File: src/rtl/conv_ctrl_pkg.sv
// Shared definitions for the convolution front-end control blocks:
// FSM encoding, frame-size limits and default bus widths.
package conv_ctrl_pkg;

  typedef enum logic [1:0] {
    ST_IDLE  = 2'b00,
    ST_FEED  = 2'b01,
    ST_FLUSH = 2'b11
  } feed_state_e;

  localparam int MAX_IMG_DIM = 416;
  localparam int MIN_ROW_IN  = 4;
  localparam int MIN_COL_IN  = 2;

  localparam int DEF_DATA_W = 64;
  localparam int DEF_ROW_W  = 9;
  localparam int DEF_COL_W  = 9;

  function automatic logic size_legal(input int rows, input int cols);
    return (rows >= MIN_ROW_IN) && (cols >= MIN_COL_IN) && (cols <= MAX_IMG_DIM);
  endfunction

endpackage

File: src/rtl/line_feed_ctrl_scan_counter.sv
// Row/column scan position of the next beat to emit, with decodes for the
// last real pixel and the last flush beat of a frame.
module scan_counter #(
  parameter int MaxRowWidth = 9,
  parameter int MaxColWidth = 9
) (
  input  logic                   Clk,
  input  logic                   Rst_n,
  input  logic                   enable,
  input  logic                   clear,
  input  logic [MaxRowWidth-1:0] row_lim,
  input  logic [MaxColWidth-1:0] col_lim,
  output logic [MaxRowWidth-1:0] row,
  output logic [MaxColWidth-1:0] col,
  output logic                   last_pixel,
  output logic                   last_flush
);

  localparam logic [MaxRowWidth:0]   RowOneX = 1;
  localparam logic [MaxColWidth:0]   ColOneX = 1;
  localparam logic [MaxRowWidth-1:0] RowInc  = 1;
  localparam logic [MaxColWidth-1:0] ColInc  = 1;

  logic [MaxRowWidth-1:0] row_q, row_d;
  logic [MaxColWidth-1:0] col_q, col_d;
  logic [MaxRowWidth:0]   row_end;
  logic [MaxColWidth:0]   col_last_px;
  logic [MaxColWidth:0]   col_end;
  logic                   row_wrap;

  // Limits are widened by one bit so col_lim+1 = 417 cannot wrap.
  always_comb begin
    row_end     = {1'b0, row_lim} - RowOneX;
    col_last_px = {1'b0, col_lim} - ColOneX;
    col_end     = {1'b0, col_lim} + ColOneX;
    row_wrap    = ({1'b0, row_q} == row_end);
    last_pixel  = row_wrap && ({1'b0, col_q} == col_last_px);
    last_flush  = ({1'b0, row_q} == RowOneX) && ({1'b0, col_q} == col_end);

    row_d = row_q;
    col_d = col_q;
    if (clear) begin
      row_d = '0;
      col_d = '0;
    end else if (enable) begin
      if (row_wrap) begin
        row_d = '0;
        col_d = col_q + ColInc;
      end else begin
        row_d = row_q + RowInc;
      end
    end
  end

  always_ff @(posedge Clk or negedge Rst_n) begin
    if (!Rst_n) begin
      row_q <= '0;
      col_q <= '0;
    end else begin
      row_q <= row_d;
      col_q <= col_d;
    end
  end

  assign row = row_q;
  assign col = col_q;

endmodule

File: src/rtl/line_feed_ctrl.sv
// Upstream feeder for the 3x3 line buffer: one beat per clock while a frame
// is active, real pixels first, then zero beats that drain the bottom padding.
module line_feed_ctrl
  import conv_ctrl_pkg::*;
#(
  parameter int DataWidth   = DEF_DATA_W,
  parameter int MaxRowWidth = DEF_ROW_W,
  parameter int MaxColWidth = DEF_COL_W
) (
  input  logic                   Clk,
  input  logic                   Rst_n,
  input  logic                   start,
  input  logic [MaxRowWidth-1:0] row_in,
  input  logic [MaxColWidth-1:0] col_in,
  input  logic [DataWidth-1:0]   s_data,
  input  logic                   s_valid,
  output logic                   s_ready,
  output logic [DataWidth-1:0]   data_out,
  output logic [MaxRowWidth-1:0] row_count,
  output logic [MaxColWidth-1:0] col_count,
  output logic                   beat_active,
  output logic                   busy,
  output logic                   done,
  output logic                   err
);

  feed_state_e state_q, state_d;

  logic [MaxRowWidth-1:0] row_lim_q, row_lim_d;
  logic [MaxColWidth-1:0] col_lim_q, col_lim_d;
  logic [DataWidth-1:0]   data_out_q, data_out_d;
  logic [MaxRowWidth-1:0] row_count_q, row_count_d;
  logic [MaxColWidth-1:0] col_count_q, col_count_d;
  logic                   beat_active_q, beat_active_d;
  logic                   done_q, done_d;
  logic                   err_q, err_d;

  logic                   start_ok, start_bad, cnt_en;
  logic [MaxRowWidth-1:0] pos_row;
  logic [MaxColWidth-1:0] pos_col;
  logic                   last_pixel, last_flush;

  always_comb begin
    start_ok  = start && (state_q == ST_IDLE) && size_legal(int'(row_in), int'(col_in));
    start_bad = start && (state_q == ST_IDLE) && !size_legal(int'(row_in), int'(col_in));
  end

  scan_counter #(
    .MaxRowWidth(MaxRowWidth),
    .MaxColWidth(MaxColWidth)
  ) u_scan (
    .Clk       (Clk),
    .Rst_n     (Rst_n),
    .enable    (cnt_en),
    .clear     (start_ok),
    .row_lim   (row_lim_q),
    .col_lim   (col_lim_q),
    .row       (pos_row),
    .col       (pos_col),
    .last_pixel(last_pixel),
    .last_flush(last_flush)
  );

  always_ff @(posedge Clk or negedge Rst_n) begin
    if (!Rst_n) state_q <= ST_IDLE;
    else        state_q <= state_d;
  end

  always_comb begin
    state_d = state_q;
    case (state_q)
      ST_IDLE:  if (start_ok)   state_d = ST_FEED;
      ST_FEED:  if (last_pixel) state_d = ST_FLUSH;
      ST_FLUSH: if (last_flush) state_d = ST_IDLE;
      default:                  state_d = ST_IDLE;
    endcase
  end

  // The scan counter holds the position of the beat being formed this cycle;
  // it is copied into the output registers alongside the data it describes.
  always_comb begin
    s_ready       = (state_q == ST_FEED);
    busy          = (state_q != ST_IDLE);
    cnt_en        = busy;
    data_out_d    = (s_ready && s_valid) ? s_data : '0;
    row_count_d   = cnt_en ? pos_row : '0;
    col_count_d   = cnt_en ? pos_col : '0;
    beat_active_d = cnt_en;
    done_d        = (state_q == ST_FLUSH) && last_flush;
    row_lim_d     = start_ok ? row_in : row_lim_q;
    col_lim_d     = start_ok ? col_in : col_lim_q;

    err_d = err_q;
    if (start_bad || (s_ready && !s_valid)) err_d = 1'b1;
    if (start_ok)                           err_d = 1'b0;
  end

  always_ff @(posedge Clk or negedge Rst_n) begin
    if (!Rst_n) begin
      data_out_q    <= '0;
      row_count_q   <= '0;
      col_count_q   <= '0;
      beat_active_q <= 1'b0;
      done_q        <= 1'b0;
      err_q         <= 1'b0;
      row_lim_q     <= '0;
      col_lim_q     <= '0;
    end else begin
      data_out_q    <= data_out_d;
      row_count_q   <= row_count_d;
      col_count_q   <= col_count_d;
      beat_active_q <= beat_active_d;
      done_q        <= done_d;
      err_q         <= err_d;
      row_lim_q     <= row_lim_d;
      col_lim_q     <= col_lim_d;
    end
  end

  assign data_out    = data_out_q;
  assign row_count   = row_count_q;
  assign col_count   = col_count_q;
  assign beat_active = beat_active_q;
  assign done        = done_q;
  assign err         = err_q;

endmodule

File: config.mk
export PLATFORM = sky130hd
export DESIGN_NAME = line_feed_ctrl
export DESIGN_NICKNAME = d
export VERILOG_FILES = /design/src/rtl/conv_ctrl_pkg.sv /design/src/rtl/line_feed_ctrl_scan_counter.sv /design/src/rtl/line_feed_ctrl.sv
export SDC_FILE = /design/constraint.sdc
export NUM_CORES = 1
export LEC_CHECK = 0
export ABC_CLOCK_PERIOD_IN_PS = 4270
export BUFFER_PORTS_ARGS = -buffer_cell sky130_fd_sc_hd__buf_4
export CORE_ASPECT_RATIO = 0.7
export CORE_MARGIN = 4
export CORE_UTILIZATION = 53
export CTS_BUF_LIST = sky130_fd_sc_hd__clkbuf_4
export DETAILED_ROUTE_END_ITERATION = 12
export PLACE_DENSITY = 0.82
export SLEW_MARGIN = 20
export SYNTH_ARGS = -nofsm -noshare
export SYNTH_HDL_FRONTEND = slang
export SYNTH_SLANG_ARGS = --single-unit
File: constraint.sdc
create_clock -name Clk -period 4.27 [get_ports Clk]
set_clock_uncertainty 0.2 [all_clocks]
set_input_delay 0.854 -clock Clk [delete_from_list [all_inputs] [get_ports Clk]]
set_output_delay 0.854 -clock Clk [all_outputs]
set_load 0.01 [all_outputs]
==> out/results.tsv <==
stage	metric	value	unit
logic_synthesis	synth_nets	640	
floorplanning	die_area	12140	µm²
finish	area_growth	30.55	%
sta	rsz0062_at_grt	no	
finish	antenna_cells	0	
sta	fin_crit_sh	79.08	%
logic_synthesis	synth-edff-count	0	
sta	final.setup.tns	0	ps
min_path	worstHoldPathType	reg2reg	
detailed_routing	drtIter0Drc	365	
setup_path	path_buf_inv	1	
power	peakVddDrop	309.1	µV
setup_path	critPathKind	reg2reg	
power	leakage	3.756	nW
finish	fin_area	7208	µm²
logic_synthesis	syn_area	5522	µm²
logic_synthesis	ys.flop_type	dfrtp_1	
detailed_routing	vias_per_cell	5.585	
sta	hold_viol_final	0	
detailed_routing	drt-pass1-iter-count	8	
detailed_routing	remaining_drc_errors	0	
global_routing	antenna_found_initial	0	
logic_synthesis	yosysWarnings	0	
global_routing	grt_use_total	24.33	%
floorplanning	core-area	9910	µm²
setup_path	slowest_stage	or4_1	
clock_network	numCtsBuffers	17	
setup_path	cp.required	4480	ps
place	gp_congestion	0.9664	
place	io_buffers	172	
setup_path	cp-start-kind	flop	
sta	slew_headroom	51.15	%
clock_network	cts_sinks	123	
sta	setup_viol	0	
setup_path	slowest_delay	550	ps
logic_synthesis	syn_avg_cell_area	10.08	µm²
logic_synthesis	synth_seq_cells	123	
clock_network	clk_pin_slew_worst_paths	120	ps
floorplanning	die_h	93.40	µm
finish	layout_common_cells	buf_4, dfrtp_1, and3_1	
finish	layout_commonest_cell	buf_4	
clock_network	cts.htree.levels	4	
logic_synthesis	ys_seq_area_share	55.74	%
place	place_area	6845	µm²
detailed_routing	postRouteAntennaNets	0	
global_routing	gr-total-overflow	0	
outcome	status	finished clean	
setup_path	cp_max_fo	8	
setup_path	cp.arrival	3590	ps
logic_synthesis	postSynthCellCount	548	
setup_path	crit_chain	inv_1 -> ha_1 -> nor3b_1 -> a41oi_1 -> or4_1 -> nand4bb_1 -> o311ai_0 -> o41ai_1	
power	power_density	576.7	nW/µm²
sta	tightest_slew	725.1	ps
clock_network	insertion_delay	530	ps
finish	fillers	739	
finish	finalNetCount	798	
clock_network	cts_setup_buffers	0	
sta	slew_viol_final	0	
clock_network	tritoncts	built	
floorplanning	io_pins	173	
clock_network	clockBufferDepth	2	
sta	fmax	296.1	MHz
global_routing	grt_pass1_wl	22.80	mm
setup_path	end_kind	flop	
global_routing	grt_max_degree	121	
sta	period_needed	3377	ps
floorplanning	die_w	130.0	µm
finish	drive_gt1_share	30.78	%
setup_path	cp_top_family	simple AND/OR/NAND/NOR gates	
global_routing	grt_pass1_vias	4594	
job	max_cap_viol_count	0	
detailed_routing	num_vias	4725	
logic_synthesis	synth_cell_type_count	58	
detailed_routing	routed_wl	14.74	mm
detailed_routing	wl_per_cell	17.42	µm
logic_synthesis	ys_async_sr_fraction	100.0	%
floorplanning	initial_core_util	55.72	%
clock_network	clock-root-buffer	clkbuf_4	
floorplanning	fp-row-count	30	
place	dp_hpwl	10.60	mm
through the flow:
step           utilization [%]  std cells  hold slack, ps  setup slack, ps  total power, mW
3_3_place_gp             69.08        814           293.2             1177            3.082
2_1_floorplan                -        548           281.6             1314            2.654
3_5_place_dp             69.08        814           299.8            973.8            3.144
5_1_grt                  72.74        846           302.4            756.2            4.406
6_report                 72.74        846           316.4            893.1            4.157
4_1_cts                  72.74        846           288.1            963.9            4.155
worst paths after layout:
check / slack (ps) / start / end / cells past startpoint
min: 320 / err$_DFFE_PN0P_ / err$_DFFE_PN0P_ / 2
max in group asynchronous: 2570 / Rst_n / row_count[4]$_DFF_PN0_ / 3
min in group asynchronous: 460 / Rst_n / row_lim_q[3]$_DFFE_PN0N_ / 2
max reg2reg: 890 / row_lim_q[0]$_DFFE_PN0N_ / u_scan.col[7]$_DFFE_PN0P_ / 8
min reg2reg: 320 / err$_DFFE_PN0P_ / err$_DFFE_PN0P_ / 2
max: 890 / row_lim_q[0]$_DFFE_PN0N_ / u_scan.col[7]$_DFFE_PN0P_ / 8
registers in the layout, indices dropped and copies added, names as in the netlist:
register and flops:
row_count 9, err 1, col_count 9, u_scan.row 9, done 1, col_lim_q 9, row_lim_q 9, data_out 64
u_scan.col 9, beat_active 1, state_q 2
area by class of cell:
type                            instances  area, µm²  share of cell area (%)
Timing Repair Buffer                  178       1351                   18.75
Clock buffer                           17      127.6                   1.771
Inverter                               19      71.32                  0.9894
Multi-Input combinational cell        367       2195                   30.45
Sequential cell                       123       3078                   42.70
Clock inverter                         14      225.2                   3.124
Tap cell                              128      160.2                   2.222
synth_stat cells, types with 4 or more instances:
cell / number / area, µm²
nor2_1: 32 / 120.1
and2_1: 17 / 106.4
nand3_1: 19 / 95.09
nor4_1: 7 / 43.79
a21oi_1: 12 / 60.06
and3_1: 72 / 450.4
clkbuf_1: 33 / 123.9
inv_1: 19 / 71.32
xnor2_1: 10 / 87.58
nand2b_1: 6 / 37.54
dfrtp_1: 123 / 3078
o21ai_0: 19 / 95.09
nand2_1: 71 / 266.5
o31ai_1: 4 / 30.03
nand4_1: 4 / 25.02
ha_1: 6 / 75.07
xor2_1: 10 / 87.58
nor3_1: 19 / 95.09
routing by layer:
| layer | global-route usage, % | part of all wire, % | routed length [µm] |
|---|---|---|---|
| met1 | 32.48 | 41 | 5988 |
| met2 | 37.44 | 48 | 7025 |
| met3 | 6.279 | 9.4 | 1381 |
| met4 | 11.16 | 2.3 | 344 |
| met5 | 0 | 0 | 0 |
cell families (layout without fill, tap and decap cells):
| family | Yosys count | count (layout) | share of synthesized area, % |
|---|---|---|---|
| fa+ha+maj | 6 | 6 | 1.360 |
| simple gates | 267 | 267 | 25.56 |
| compound gates | 70 | 70 | 8.906 |
| xor+xnor | 20 | 20 | 3.172 |
| mux | 4 | 4 | 0.7478 |
| buf+inv | 58 | 228 | 4.509 |
| flops | 123 | 123 | 55.74 |
worst register-to-register path, stage by stage, from the launching register on:
cell,delay (ps)
dfrtp_1,470
inv_1,110
ha_1,260
nor3b_1,530
a41oi_1,280
or4_1,550
nand4bb_1,300
o311ai_0,430
o41ai_1,140
power by group:
part	leakage, nW	internal [mW]	switching [mW]
registers	1.59	1.40	0.327
logic	1.98	0.658	0.769
clock network	0.182	0.573	0.432
repair_timing:
item / CTS / global route
endpoints found under the hold margin: 3 / 0
resized for setup: 0 / 0
hold buffers: 1 / 0
No activity file was read; power rests on OpenSTA's default activity.
